File: src/rtl/rr_arbiter.sv
// rr_arbiter: N-port round-robin arbiter with optional grant locking.
//
// Produces a registered one-hot grant, the binary index of the grantee
// (select) and an active flag. The select register doubles as the
// round-robin pointer: every search starts one port past the last grantee.
//
// Build option:
//   ARBITER_LOCK_EN  defined   -> a grantee keeps its grant for as long as
//                                  it holds its request line high.
//                    undefined -> no lock; the search restarts every cycle
//                                  at (select+1), so continuously requesting
//                                  ports rotate one grant per cycle.
//
// Handshake: request[i] is a level. A port owns the resource in every cycle
// where grant[i] is high. With locking, the owner gives the resource up by
// dropping request[i]; the hand-off to the next requester happens at that
// same edge, with no idle cycle in between.
module rr_arbiter #(
    parameter int NUM_PORTS = 9
) (
    input  logic                         clk,
    input  logic                         rst,
    input  logic [NUM_PORTS-1:0]         request,
    output logic [NUM_PORTS-1:0]         grant,
    output logic [$clog2(NUM_PORTS)-1:0] select,
    output logic                         active
);

    localparam int SEL_W = $clog2(NUM_PORTS);

    // Result of the cyclic search over request.
    logic             search_found;
    logic [SEL_W-1:0] search_idx;

    // Current grantee still wants the resource and may keep it.
    logic             lock_hit;

    // Next-state values for the output registers.
    logic [NUM_PORTS-1:0] grant_nxt;
    logic [SEL_W-1:0]     select_nxt;
    logic                 active_nxt;

    // Cyclic priority search: start at select+1, wrap, end at select itself.
    // The first set request bit in that order wins. Ending on select means a
    // lone requester that already holds the pointer can still be granted.
    always_comb begin
        int               idx;
        logic [SEL_W-1:0] idx_s;
        search_found = 1'b0;
        search_idx   = select;
        idx          = 0;
        idx_s        = '0;
        for (int off = 1; off <= NUM_PORTS; off++) begin
            idx = int'(select) + off;
            if (idx >= NUM_PORTS) begin
                idx = idx - NUM_PORTS;
            end
            idx_s = SEL_W'(idx);
            if (!search_found && request[idx_s]) begin
                search_found = 1'b1;
                search_idx   = idx_s;
            end
        end
    end

`ifdef ARBITER_LOCK_EN
    // Lock holds only while a grant is outstanding and its owner still requests.
    assign lock_hit = (|grant) && request[select];
`else
    // Without locking the grant is re-arbitrated on every clock.
    assign lock_hit = 1'b0;
`endif

    // Next grant: keep a locked tenure, else take the search winner, else go idle.
    always_comb begin
        grant_nxt  = '0;
        select_nxt = select;
        active_nxt = 1'b0;
        if (lock_hit) begin
            grant_nxt  = grant;
            select_nxt = select;
            active_nxt = active;
        end else if (search_found) begin
            grant_nxt             = '0;
            grant_nxt[search_idx] = 1'b1;
            select_nxt            = search_idx;
            active_nxt            = 1'b1;
        end else begin
            // Idle: the pointer keeps the last grantee so fairness survives gaps.
            grant_nxt  = '0;
            select_nxt = select;
            active_nxt = 1'b0;
        end
    end

    // Output registers; asynchronous active-low reset clears everything and
    // returns the pointer to port 0.
    always_ff @(posedge clk or negedge rst) begin
        if (!rst) begin
            grant  <= '0;
            select <= '0;
            active <= 1'b0;
        end else begin
            grant  <= grant_nxt;
            select <= select_nxt;
            active <= active_nxt;
        end
    end

endmodule

File: config.mk
export PLATFORM = sky130hd
export DESIGN_NAME = rr_arbiter
export DESIGN_NICKNAME = d
export VERILOG_FILES = /design/src/rtl/rr_arbiter.sv
export SDC_FILE = /design/constraint.sdc
export NUM_CORES = 1
export LEC_CHECK = 0
export CORE_MARGIN = 2
export CORE_UTILIZATION = 44
export DETAILED_ROUTE_END_ITERATION = 8
export DONT_BUFFER_PORTS = 1
export MAX_ROUTING_LAYER = met4
export PLACE_DENSITY_LB_ADDON = 0.3
export SLEW_MARGIN = 30
export SYNTH_ARGS = -nofsm -noshare
export SYNTH_HDL_FRONTEND = slang
export SYNTH_SLANG_ARGS = --single-unit
export TNS_END_PERCENT = 30
File: constraint.sdc
create_clock -name clk -period 4.3 [get_ports clk]
set_input_delay 0.86 -clock clk [delete_from_list [all_inputs] [get_ports clk]]
set_output_delay 0.86 -clock clk [all_outputs]
set_load 0.01 [all_outputs]
======== Word-level counts from Yosys, hierarchy flattened ========
Index checks and enable logic that the tools add are counted.
word-level totals
  bits of input ports ..................... 11
  output and inout port bits .............. 14
  flip-flop bits (word level) ............. 14
  word-level logic and storage cells ...... 107
operators by class
  mux-type cells .......................... 49
  reductions and logical operators ........ 17
  magnitude comparators ................... 20
  add/subtract/negate cells ............... 18
operators with widths
  kind                   count
  $mux W4                18
  $lt A4 B5 Y1 const B   10
  $ge A5 B4 Y1 const B   9
  $bmux W1 S4            9
  $sub A4 B4 Y4 const B  9
  $add A4 B3 Y5 const B  4
  $mux W1                20
  $add A4 B2 Y5 const B  2
  $add A4 B4 Y5 const B  2
  $logic_and A1 B1 Y1    9
  $mux W9                1
  $logic_not A1 Y1       8
  $add A4 B1 Y5 const B  1
  $demux W1 S4           1
  $ge A4 B1 Y1 const B   1

======== Logic depth before layout (Yosys ltp) ========
Gate-level depths: netlist of the first run.
  depth after elaboration ................. 35
  depth in mapped cells ................... 21
  mapped depth without buffers ............ 15

======== Least setup slack after synthesis of the first run ========
No wires, ideal clock.
  path type ............................... flip-flop to flip-flop
  from .................................... reg select[0]
  to ...................................... reg grant[2]
  stages on the path, launching flop included .. 20
  buffers on the path ..................... 5
  data required time ...................... 4.214 ns
  data arrival time ....................... 4.423 ns
  slack ................................... -0.210 ns
  clock period less this slack ............ 4.510 ns
  setup time .............................. 0.086 ns
  path through ............................ dfrtp_1 -> buf_4 -> buf_6 -> buf_4 -> inv_1 -> buf_2 -> ha_1 -> buf_2 -> or3b_1 -> a21o_1 -> a31oi_4 -> mux2_2 -> a211o_1 -> a31oi_4 -> o211ai_2 -> a2111oi_2 -> nor3b_1 -> o21ai_2 -> inv_2 -> nor3_1
between the ends
  word-level cells in the longest chain between the ends .. 35
  elaborated cells on any way between the ends .. 94
  those cells by class .................... add/sub (18); order compare (11); mux (48); reduce/logical (17)
RTL lines
  what                                                                       line    text
  start, declared                                                            25      output logic [$clog2(NUM_PORTS)-1:0] select,
  start signal, assigned                                                     105     select <= select_nxt;
  $add A4 B1 Y5                                                              54      idx = int'(select) + off;
  $sub A4 B4 Y4 / $ge A5 B4 Y1 (equally long branches)                       56, 55
  $mux W4                                                                    55      if (idx >= NUM_PORTS) begin
  $bmux W1 S4                                                                59      if (!search_found && request[idx_s]) begin
  $mux W1 (not written as such)                                              59
  $mux W1                                                                    59
  $logic_not A1 Y1                                                           59
  $logic_and A1 B1 Y1                                                        59
  (+20 left out)                                                             -
  $logic_and A1 B1 Y1                                                        59
  $mux W4                                                                    59
  $lt A4 B5 Y1 (not written as such) / $ge A4 B1 Y1 (equally long branches)  85      grant_nxt[search_idx] = 1'b1;
  $logic_and A1 B1 Y1 (not written as such)                                  85
  $mux W1 (not written as such)                                              85
  $demux W1 S4                                                               85
  $mux W9 *                                                                  83      end else if (search_found) begin
  named net grant_nxt[2]                                                     39      logic [NUM_PORTS-1:0] grant_nxt;
  end signal, assigned                                                       104     grant <= grant_nxt;
  end, declared                                                              24      output logic [NUM_PORTS-1:0] grant,
Mark *: on every way through the listed nets, which the timed path passes. The rest lies on a longest branch. The select of a mux whose other input is x is not followed.
A chain may end at the register's enable or synchronous reset.

======== Final worst setup path of the first run ========
  from .................................... reg select[0]
  to ...................................... reg grant[4]
The elaborated chain is that of the path after synthesis.

==> flow_summary.json, run 1 <==
{
  "run_status": "finished, final reports clean",
  "path_clk_slew_ns": 0.06,
  "syn_to_final_growth_pct": 13.3,
  "numCtsBuffers": 3,
  "setup.worst_path.class": "flop to flop",
  "gr-usage-all-layers_pct": 34.8,
  "share_of_final_layout_standard_cells_stronger_than_drive_strength_1_pct": 20.2,
  "timing_worst_slew_pin_value_ns": 0.558,
  "floorplan.die_area_mm2": 0.0112,
  "required_ns": 4.46,
  "dominantRegCellSynth": "sky130_fd_sc_hd__dfrtp_1",
  "timing.critical_path.fanout_max": 10,
  "finalMaxSlewViolations": 0,
  "route.detailed.drc": 0,
  "port_buffers": 0,
  "number_of_sinks_on_the_clock_net": 14,
  "dieHeight_um": 106,
  "via_count": 5692,
  "post_synth_inst_count": 651,
  "synth-edff-count": 0,
  "drt-total-wl_mm": 19.3,
  "min_period_ns": 4.17,
  "post-route-util_pct": 50.8,
  "final_area_mm2": 0.00518,
  "htree_levels": 1,
  "synth_cell_types": 93,
  "post_synth_instance_area_mm2": 0.00457,
  "placement.cell_area_mm2": 0.00497,
  "setup_viol": 0,
  "design.core.area_mm2": 0.0102,
  "final_hold_viol_count": 0,
  "worst_hold_path_type": "input pin to asynchronous set/reset pin",
  "worst_setup_path_start_kind": "flop",
  "seq_area_frac_synth_pct": 7.67,
  "initial_utilization_pct": 44.9,
  "finalNetCount": 704,
  "synth_fp_nets": 681,
  "first_global_vias": 5290,
  "setup.worst_path.end_class": "flop",
  "placed_instance_count": 801,
  "tritoncts": "done",
  "rows": 37,
  "grt_pass1_wl_mm": 29.9,
  "drtAntennaViolNets": 0,
  "final_min_period_over_clock_period_pct": 96.9,
  "timing.slew.headroom_pct": 62.5,
  "maxCapViolCount": 0,
  "ys_async_sr_fraction_pct": 100,
  "critical_path_arrival_ns": 4.33,
  "place_congestion": 1.04,
  "worst_skew_pair.late_latency_ns": 0.24,
  "dr.pass1.iters": 5,
  "synth_seq_cells": 14,
  "finalNonFillerCells": 809,
  "synth_area_per_cell_um2": 7.02,
  "routed_via_density": 7.04,
  "detailed_router_s_first_iteration_violation_count": 538,
  "dieWidth_um": 106,
  "fmaxAchievable_mhz": 240,
  "routedWlPerCell_um": 23.9,
  "grt_antenna_before_repair": 0,
  "slack_of_the_worst_reg_to_reg_path_ns": 0.13,
  "cts.path.max_buffers": 2,
  "final_sum_of_negative_setup_slack_ns": 0,
  "dpl.hpwl_mm": 14.5,
  "clock_skew_ns": 0.00255,
  "synth-warning-count": 0,
  "cts-hold-fix-buffers": 0,
  "root_buffer_cell": "sky130_fd_sc_hd__clkbuf_8",
  "antenna_cells": 0,
  "top_level_ports": 25,
  "globalRouteOverflowTotal": 0,
  "largest_net_degree_at_the_start_of_global_routing": 52,
  "final.fill_count": 1034
}
==> kinds of logic after synthesis <==
group           after synthesis  synth area share [%]
xor+xnor                     16                  3.07
mux                          26                  6.60
compound gates              247                  39.5
fa+ha+maj                    19                  5.20
buf+inv                      68                  7.26
flops                        14                  7.67
simple gates                261                  30.7
==> layer usage <==
layer | up-vias | routed length (um) | global-route usage, %
li1 | 2569 | - | -
met1 | 2704 | 8050 | 46.4
met2 | 345 | 8380 | 52.1
met3 | 74 | 1880 | 4.78
met4 | 0 | 998 | 16.7
met5 | - | 0 | -
==> cell type report <==
cell class / instances / area (um^2) / area share [%]
Tap cell: 136 / 170 / 3.29
Clock buffer: 4 / 55.1 / 1.06
Sequential cell: 14 / 353 / 6.82
Inverter: 18 / 67.6 / 1.31
Multi-Input combinational cell: 569 / 4000 / 77.3
Timing Repair Buffer: 68 / 531 / 10.2
==> metrics by stage <==
stage	worst slack (ns)	hold slack, ns
after floorplan	0.0149	0.564
after global placement	-0.0785	0.565
after detailed placement	-0.00955	0.565
after CTS	0.0810	0.303
after global routing	-0.000850	0.292
final	0.133	0.304
==> path summary, 6_finish.rpt <==
path                            start        end  cells after the start
max                         select[0]   grant[4]                     16
min                               rst   grant[6]                      0
max reg2reg                 select[0]   grant[4]                     16
min reg2reg                 select[1]   grant[2]                      6
max in group asynchronous         rst  select[0]                      0
min in group clk           request[8]     active                      3
==> state kept, by name, summed over array words and instances (netlist names) <==
signal  cells
select      4
active      1
grant       9
==> critical path, stage by stage (launching register included) <==
cell,delay (ns)
sky130_fd_sc_hd__dfrtp_2,0.41
sky130_fd_sc_hd__inv_1,0.11
sky130_fd_sc_hd__buf_4,0.21
sky130_fd_sc_hd__ha_1,0.26
sky130_fd_sc_hd__nand3b_1,0.29
sky130_fd_sc_hd__a21o_1,0.29
sky130_fd_sc_hd__a31oi_4,0.17
sky130_fd_sc_hd__mux2_2,0.35
sky130_fd_sc_hd__a211o_1,0.36
sky130_fd_sc_hd__a31oi_4,0.25
sky130_fd_sc_hd__buf_4,0.19
sky130_fd_sc_hd__a221oi_1,0.12
sky130_fd_sc_hd__a311oi_2,0.39
sky130_fd_sc_hd__o221ai_1,0.23
sky130_fd_sc_hd__o21ai_2,0.16
sky130_fd_sc_hd__inv_2,0.10
sky130_fd_sc_hd__nor3_1,0.19
==> placed cells by master (no fill, tap or decap), types with 8 or more instances in the layout <==
master | Yosys | final
sky130_fd_sc_hd__and2_1 | 12 | 11
sky130_fd_sc_hd__nand2_1 | 54 | 54
sky130_fd_sc_hd__a221oi_1 | 11 | 11
sky130_fd_sc_hd__o211ai_1 | 9 | 9
sky130_fd_sc_hd__nor2_1 | 38 | 37
sky130_fd_sc_hd__o21a_1 | 8 | 8
sky130_fd_sc_hd__nand4_1 | 11 | 11
sky130_fd_sc_hd__ha_1 | 19 | 17
sky130_fd_sc_hd__mux2i_1 | 20 | 17
sky130_fd_sc_hd__inv_1 | 15 | 15
sky130_fd_sc_hd__and3_1 | 9 | 8
sky130_fd_sc_hd__dfrtp_1 | 14 | 12
sky130_fd_sc_hd__xnor2_1 | 12 | 11
sky130_fd_sc_hd__buf_4 | 5 | 66
sky130_fd_sc_hd__nor2b_1 | 13 | 12
sky130_fd_sc_hd__o21ai_0 | 43 | 42
sky130_fd_sc_hd__a31oi_1 | 10 | 10
sky130_fd_sc_hd__nand2b_1 | 17 | 17
sky130_fd_sc_hd__a21oi_1 | 47 | 44
sky130_fd_sc_hd__nand3_1 | 37 | 37
sky130_fd_sc_hd__nor3_1 | 24 | 21
==> cell usage after synthesis (all sizes together), types with 5 or more instances <==
master / n / share of area [%]
nand2: 55 / 4.6
a21oi: 48 / 5.3
o21ai: 46 / 5.2
nor2: 39 / 3.3
nand3: 37 / 4.1
buf: 27 / 3.9
nor3: 24 / 2.6
clkbuf: 23 / 1.9
mux2i: 20 / 4.4
ha: 19 / 5.2
inv: 17 / 1.4
nand2b: 17 / 2.3
dfrtp: 14 / 7.7
and2: 13 / 1.8
nor2b: 13 / 1.8
a31oi: 12 / 2.3
xnor2: 12 / 2.3
a221oi: 11 / 2.1
nand4: 11 / 1.5
o211ai: 10 / 1.8
a211oi: 9 / 1.5
a21boi: 9 / 1.6
and3: 9 / 1.2
a22oi: 8 / 1.4
nor3b: 8 / 1.6
o21a: 8 / 1.3
a21o: 6 / 1.0
o22ai: 6 / 0.82
o31ai: 6 / 0.99
or2: 6 / 0.82
a311oi: 5 / 1.1
a32oi: 5 / 0.96
nand3b: 5 / 0.82
nor4: 5 / 1.0
o2111ai: 5 / 0.96
o311ai: 5 / 0.96
or3: 5 / 0.68
==> timing repair <==
action / CTS / global route
endpoints found under the setup margin: 3 / 12
gates resized for setup: 2 / 31
buffers inserted: 0 / 4
Power of run 1 is not shown: default switching activity piles up to over one toggle a cycle in this logic, so the estimate is an artifact.
==> inputs of run 2 (changes only) <==
Settings changed: CORE_UTILIZATION 44 to 55.
==> run 2 against run 1 <==
  * Count of clock-buffer cells in the layout is the same
  * Cell area down 3.2%
  * Register-to-register slack barely moved
  * Critical path depth fell by 2
  * Worst setup slack better by 0.0037 ns
  * First-iteration DRC count grew 49%
  * Clock skew up 0.015 ns
  * Sequential share of layout area increased by 0.27 points
  * Sequential cell count stayed put
  * Hold slack got worse by 0.020 ns
  * Critical path type unchanged
  * Cell count down 5.7%
  * Global-route usage increased by 7.1 points
==> flow_summary.json, run 2 (synthesis results as in run 1) <==
{
  "layout_commonest_cell": "sky130_fd_sc_hd__nand2_1",
  "first_global_vias": 5140,
  "largest_register_ffs": 9,
  "grt_antenna_before_repair": 0,
  "root_buffer_cell": "sky130_fd_sc_hd__clkbuf_8",
  "largest_net_degree_at_the_start_of_global_routing": 42,
  "globalRouteOverflowTotal": 0,
  "timing.critical_path.fanout_max": 8,
  "dieWidth_um": 95.2,
  "path_clk_slew_ns": 0.08,
  "cts-hold-fix-buffers": 0,
  "initial_utilization_pct": 56.2,
  "htree_levels": 1,
  "worst_setup_path_start_kind": "flop",
  "setup_viol": 0,
  "syn_to_final_growth_pct": 9.69,
  "worstReg2RegEnd": "grant[2]",
  "rr_worst_depth": 14,
  "top_level_ports": 25,
  "final_cell_mix": "sky130_fd_sc_hd__nand2_1, sky130_fd_sc_hd__buf_4, sky130_fd_sc_hd__a21oi_1",
  "cts.path.max_buffers": 2,
  "routed_via_density": 7.44,
  "share_of_final_layout_standard_cells_stronger_than_drive_strength_1_pct": 17.9,
  "post-route-util_pct": 61.6,
  "antenna_cells": 0,
  "design.core.area_mm2": 0.00813,
  "final.fill_count": 777,
  "setup_ws_ns": 0.136,
  "timing_worst_slew_pin_value_ns": 0.652,
  "number_of_sinks_on_the_clock_net": 14,
  "worst_hold_path_type": "input pin to asynchronous set/reset pin",
  "port_buffers": 0,
  "place_congestion": 1.09,
  "worst_skew_pair.late_latency_ns": 0.26,
  "numCtsBuffers": 3,
  "tritoncts": "done",
  "gr-usage-all-layers_pct": 42.0,
  "finalNetCount": 689,
  "detailedPlace.worstSlack_ns": -0.0266,
  "slack_of_the_worst_reg_to_reg_path_ns": 0.14,
  "final_hold_viol_count": 0,
  "finalNonFillerCells": 763,
  "detailed_router_s_first_iteration_violation_count": 801,
  "critical_path_arrival_ns": 4.32,
  "dpl.hpwl_mm": 13.8,
  "routedWlPerCell_um": 24.3,
  "grt_pass1_wl_mm": 28.5,
  "via_count": 5675,
  "register_containing_the_most_flip_flops_in_the_final_layout": "grant",
  "largestRegisters": "grant x9, select x4, active x1",
  "required_ns": 4.45,
  "drtAntennaViolNets": 0,
  "route.detailed.drc": 0,
  "timing.slew.headroom_pct": 56.0,
  "run_status": "finished, final reports clean",
  "dieHeight_um": 95.2,
  "regToRegStartpoint": "select[2]",
  "finalMaxSlewViolations": 0,
  "setup.worst_path.class": "flop to flop",
  "placed_instance_count": 755,
  "floorplan.die_area_mm2": 0.00905,
  "final_min_period_over_clock_period_pct": 96.8,
  "maxCapViolCount": 0,
  "rows": 33,
  "grt_setup_unrepaired": "no",
  "setup.worst_path.end_class": "flop",
  "min_period_ns": 4.16,
  "clock_skew_ns": 0.0176,
  "dr.pass1.iters": 6,
  "drt-total-wl_mm": 18.6,
  "fmaxAchievable_mhz": 240
}
-- run 2: changes by cell type in the layout (fill, tap and decap cells not counted), moves of 2 or more --
cell | before | now
sky130_fd_sc_hd__buf_4 | 66 | 50
sky130_fd_sc_hd__buf_6 | 0 | 3
sky130_fd_sc_hd__a211oi_1 | 7 | 9
sky130_fd_sc_hd__a211oi_2 | 2 | 0
sky130_fd_sc_hd__dfrtp_1 | 12 | 10
sky130_fd_sc_hd__dfrtp_2 | 2 | 4
sky130_fd_sc_hd__ha_4 | 0 | 2
sky130_fd_sc_hd__nor3_1 | 21 | 23
sky130_fd_sc_hd__nor3_2 | 3 | 1
sky130_fd_sc_hd__o21ai_1 | 2 | 0
-- run 2: cell type report --
cell class | instances | area [um^2] | area share (%)
multi-input combinational | 569 | 3990 | 79.6
timing repair buffer | 53 | 409 | 8.16
sequential | 14 | 355 | 7.09
tap | 105 | 131 | 2.62
inverter | 18 | 71.3 | 1.42
clock buffer | 4 | 55.1 | 1.10
-- run 2: through the flow --
step	hold WS (ns)	cell area [um^2]	TNS [ns]
finish	0.284	5010	0
CTS	0.290	4860	0
detailed placement	0.565	4810	-0.0785
global route	0.278	5010	0
global placement	0.565	4810	0
floorplan	0.564	4580	0
-- run 2: critical path, stage by stage (launching register included) --
cell and delay, ns:
sky130_fd_sc_hd__dfrtp_2 0.52, sky130_fd_sc_hd__clkinv_1 0.13, sky130_fd_sc_hd__buf_4 0.19, sky130_fd_sc_hd__ha_1 0.21
sky130_fd_sc_hd__ha_1 0.25, sky130_fd_sc_hd__o21ai_2 0.13, sky130_fd_sc_hd__mux2i_2 0.36, sky130_fd_sc_hd__mux4_2 0.57
sky130_fd_sc_hd__a2bb2oi_1 0.30, sky130_fd_sc_hd__and2_2 0.28, sky130_fd_sc_hd__a21oi_1 0.13, sky130_fd_sc_hd__o2111a_1 0.26
sky130_fd_sc_hd__a211oi_1 0.32, sky130_fd_sc_hd__o211ai_1 0.22, sky130_fd_sc_hd__nor3_1 0.19
-- run 2: repair_timing --
item	CTS	global route
resized for setup	1	29
hold endpoints to repair	0	0
setup endpoints to repair	5	11
buffers inserted	0	4
pin swaps	0	1
-- run 2: worst max-delay path by stage --
stage | to | from
after global placement | grant[3] | select[2]
after detailed placement | grant[4] | select[2]
after CTS | grant[2] | select[2]
after floorplan | grant[2] | select[0]
final | grant[2] | select[2]
after global routing | grant[2] | select[2]
-- run 2: layer usage --
layer	GRT usage, %	share of wire, %	vias to the layer above
li1	-	-	2537
met1	54.8	38	2612
met2	63.3	43	429
met3	8.14	13	97
met4	17.5	5.6	0
met5	-	0	-
Power of run 2 is left out for the same reason.
==> inputs of run 3 (changes only) <==
Settings changed: CORE_ASPECT_RATIO set to 0.75, CORE_MARGIN 2 to 4.
==> run 3 against run 2 <==
  * Die area grew 8.7%
  * Hold slack better by 0.017 ns
  * Sequential cell count is the same
  * First-iteration DRC count grew 5.1%
  * Cell count grew 0.92%
  * Via count rose by 1.2%
  * Worst setup slack got worse by 0.0048 ns
==> flow_summary.json, run 3 (synthesis results as in run 1) <==
{
  "place_congestion": 1.05,
  "final.fill_count": 743,
  "dpl.hpwl_mm": 14.2,
  "cts-hold-fix-buffers": 0,
  "placement.cell_area_mm2": 0.00487,
  "path_clk_slew_ns": 0.06,
  "number_of_sinks_on_the_clock_net": 14,
  "grt_pass1_wl_mm": 29.1,
  "regToRegStartpoint": "select[2]",
  "worst_setup_path_start_kind": "flop",
  "setup.worst_path.end_class": "flop",
  "finalMaxSlewViolations": 0,
  "largest_net_degree_at_the_start_of_global_routing": 61,
  "setup.worst_path.class": "flop to flop",
  "worstSetupStartpoint": "select[2]",
  "setup_viol": 0,
  "dieWidth_um": 113,
  "timing.slew.headroom_pct": 59.7,
  "share_of_final_layout_standard_cells_stronger_than_drive_strength_1_pct": 17.9,
  "initial_utilization_pct": 57.2,
  "crit_path_cell_trace": "buf_4, ha_1, or3_1, a21o_2, a31oi_4, mux2_2, a211o_1, a31oi_4, o211ai_2, a2111oi_4, nor3b_1, o21ai_2, inv_2, nor3_1",
  "critical_path.slowest_cell": "sky130_fd_sc_hd__a2111oi_4",
  "fmaxAchievable_mhz": 240,
  "numCtsBuffers": 3,
  "final_hold_viol_count": 0,
  "critical_path_arrival_ns": 4.32,
  "largestRegisters": "grant x9, select x4, active x1",
  "final_min_period_over_clock_period_pct": 96.9,
  "detailed_router_s_first_iteration_violation_count": 842,
  "htree_levels": 1,
  "grt_setup_unrepaired": "yes",
  "routed_via_density": 7.46,
  "finalNonFillerCells": 770,
  "globalRouteOverflowTotal": 0,
  "rr_worst_depth": 14,
  "drt-total-wl_mm": 18.7,
  "tritoncts": "done",
  "slack_of_the_worst_reg_to_reg_path_ns": 0.13,
  "required_ns": 4.46,
  "drtAntennaViolNets": 0,
  "root_buffer_cell": "sky130_fd_sc_hd__clkbuf_8",
  "port_buffers": 0,
  "maxCapViolCount": 0,
  "largest_register_ffs": 9,
  "worst_skew_pair.late_latency_ns": 0.25,
  "worst_hold_path_type": "input pin to asynchronous set/reset pin",
  "design.core.area_mm2": 0.00799,
  "cts.path.max_buffers": 2,
  "dr.pass1.iters": 6,
  "clock_skew_ns": 0.00500,
  "final_cell_mix": "sky130_fd_sc_hd__buf_4, sky130_fd_sc_hd__nand2_1, sky130_fd_sc_hd__a21oi_1",
  "route.detailed.drc": 0,
  "rows": 28,
  "layout_commonest_cell": "sky130_fd_sc_hd__buf_4",
  "register_containing_the_most_flip_flops_in_the_final_layout": "grant",
  "via_count": 5742,
  "syn_to_final_growth_pct": 10.6,
  "run_status": "finished, final reports clean",
  "final_area_mm2": 0.00505,
  "post-route-util_pct": 63.3,
  "multiInputGateArea_mm2": 0.00398,
  "min_period_ns": 4.17,
  "worstReg2RegEnd": "grant[4]",
  "crit_path_max_incr_delay_ns": 0.44,
  "grt_antenna_before_repair": 1,
  "gr-usage-all-layers_pct": 38.2,
  "dieHeight_um": 86.9,
  "placed_instance_count": 762,
  "cp_common_cell": "sky130_fd_sc_hd__a31oi_4",
  "sequential_cell_area_um2": 353,
  "timing_worst_slew_pin_value_ns": 0.599,
  "top_level_ports": 25,
  "first_global_vias": 5215,
  "routedWlPerCell_um": 24.3,
  "finalNetCount": 695,
  "timing.critical_path.fanout_max": 14,
  "floorplan.die_area_mm2": 0.00985
}
==> run 3: what timing repair did <==
action / 4_1_cts / 5_1_grt
endpoints found under the setup margin: 0 / 11
resized for setup: 0 / 26
setup buffers: 0 / 3
==> run 3: per-layer routing <==
layer / up-vias / part of all wire (%) / global-route usage, %
met5: - / 0 / -
met1: 2667 / 43 / 53.7
met3: 75 / 13 / 7.08
li1: 2547 / - / -
met2: 453 / 40 / 54.4
met4: 0 / 4.4 / 14.1
==> run 3: worst max-delay path, delay by kind of cell (launching register included) <==
family,cells,cell delay (ns)
AOI/OAI and AO/OA,7,2.01
adders and majority gates,1,0.27
buffers and inverters,2,0.32
DFF,1,0.41
muxes,1,0.36
and+or+nand+nor,3,0.69
==> run 3: worst max-delay path by stage <==
stage	end	cells after the start
after floorplan	grant[2]	19
after global placement	grant[1]	15
after detailed placement	grant[1]	15
after CTS	grant[1]	15
after global routing	grant[1]	15
final	grant[4]	14
==> run 3: final cells by class <==
type | instances | area share (%)
timing repair buffer | 59 | 9.09
multi-input combinational | 569 | 78.8
inverter | 18 | 1.41
sequential | 14 | 6.98
antenna | 1 | 0.0495
clock buffer | 4 | 1.09
tap | 105 | 2.60
==> run 3: metrics by stage <==
| stage | hold slack (ns) | TNS (ns) | worst slack (ns) |
|---|---|---|---|
| 5_1_grt | 0.292 | -0.143 | -0.0559 |
| 4_1_cts | 0.301 | 0 | 0.00909 |
| 3_5_place_dp | 0.565 | 0 | 0.0496 |
| 2_1_floorplan | 0.564 | 0 | 0.0149 |
| 3_3_place_gp | 0.565 | 0 | 0.124 |
| 6_report | 0.301 | 0 | 0.132 |
Power of run 3 is left out for the same reason.
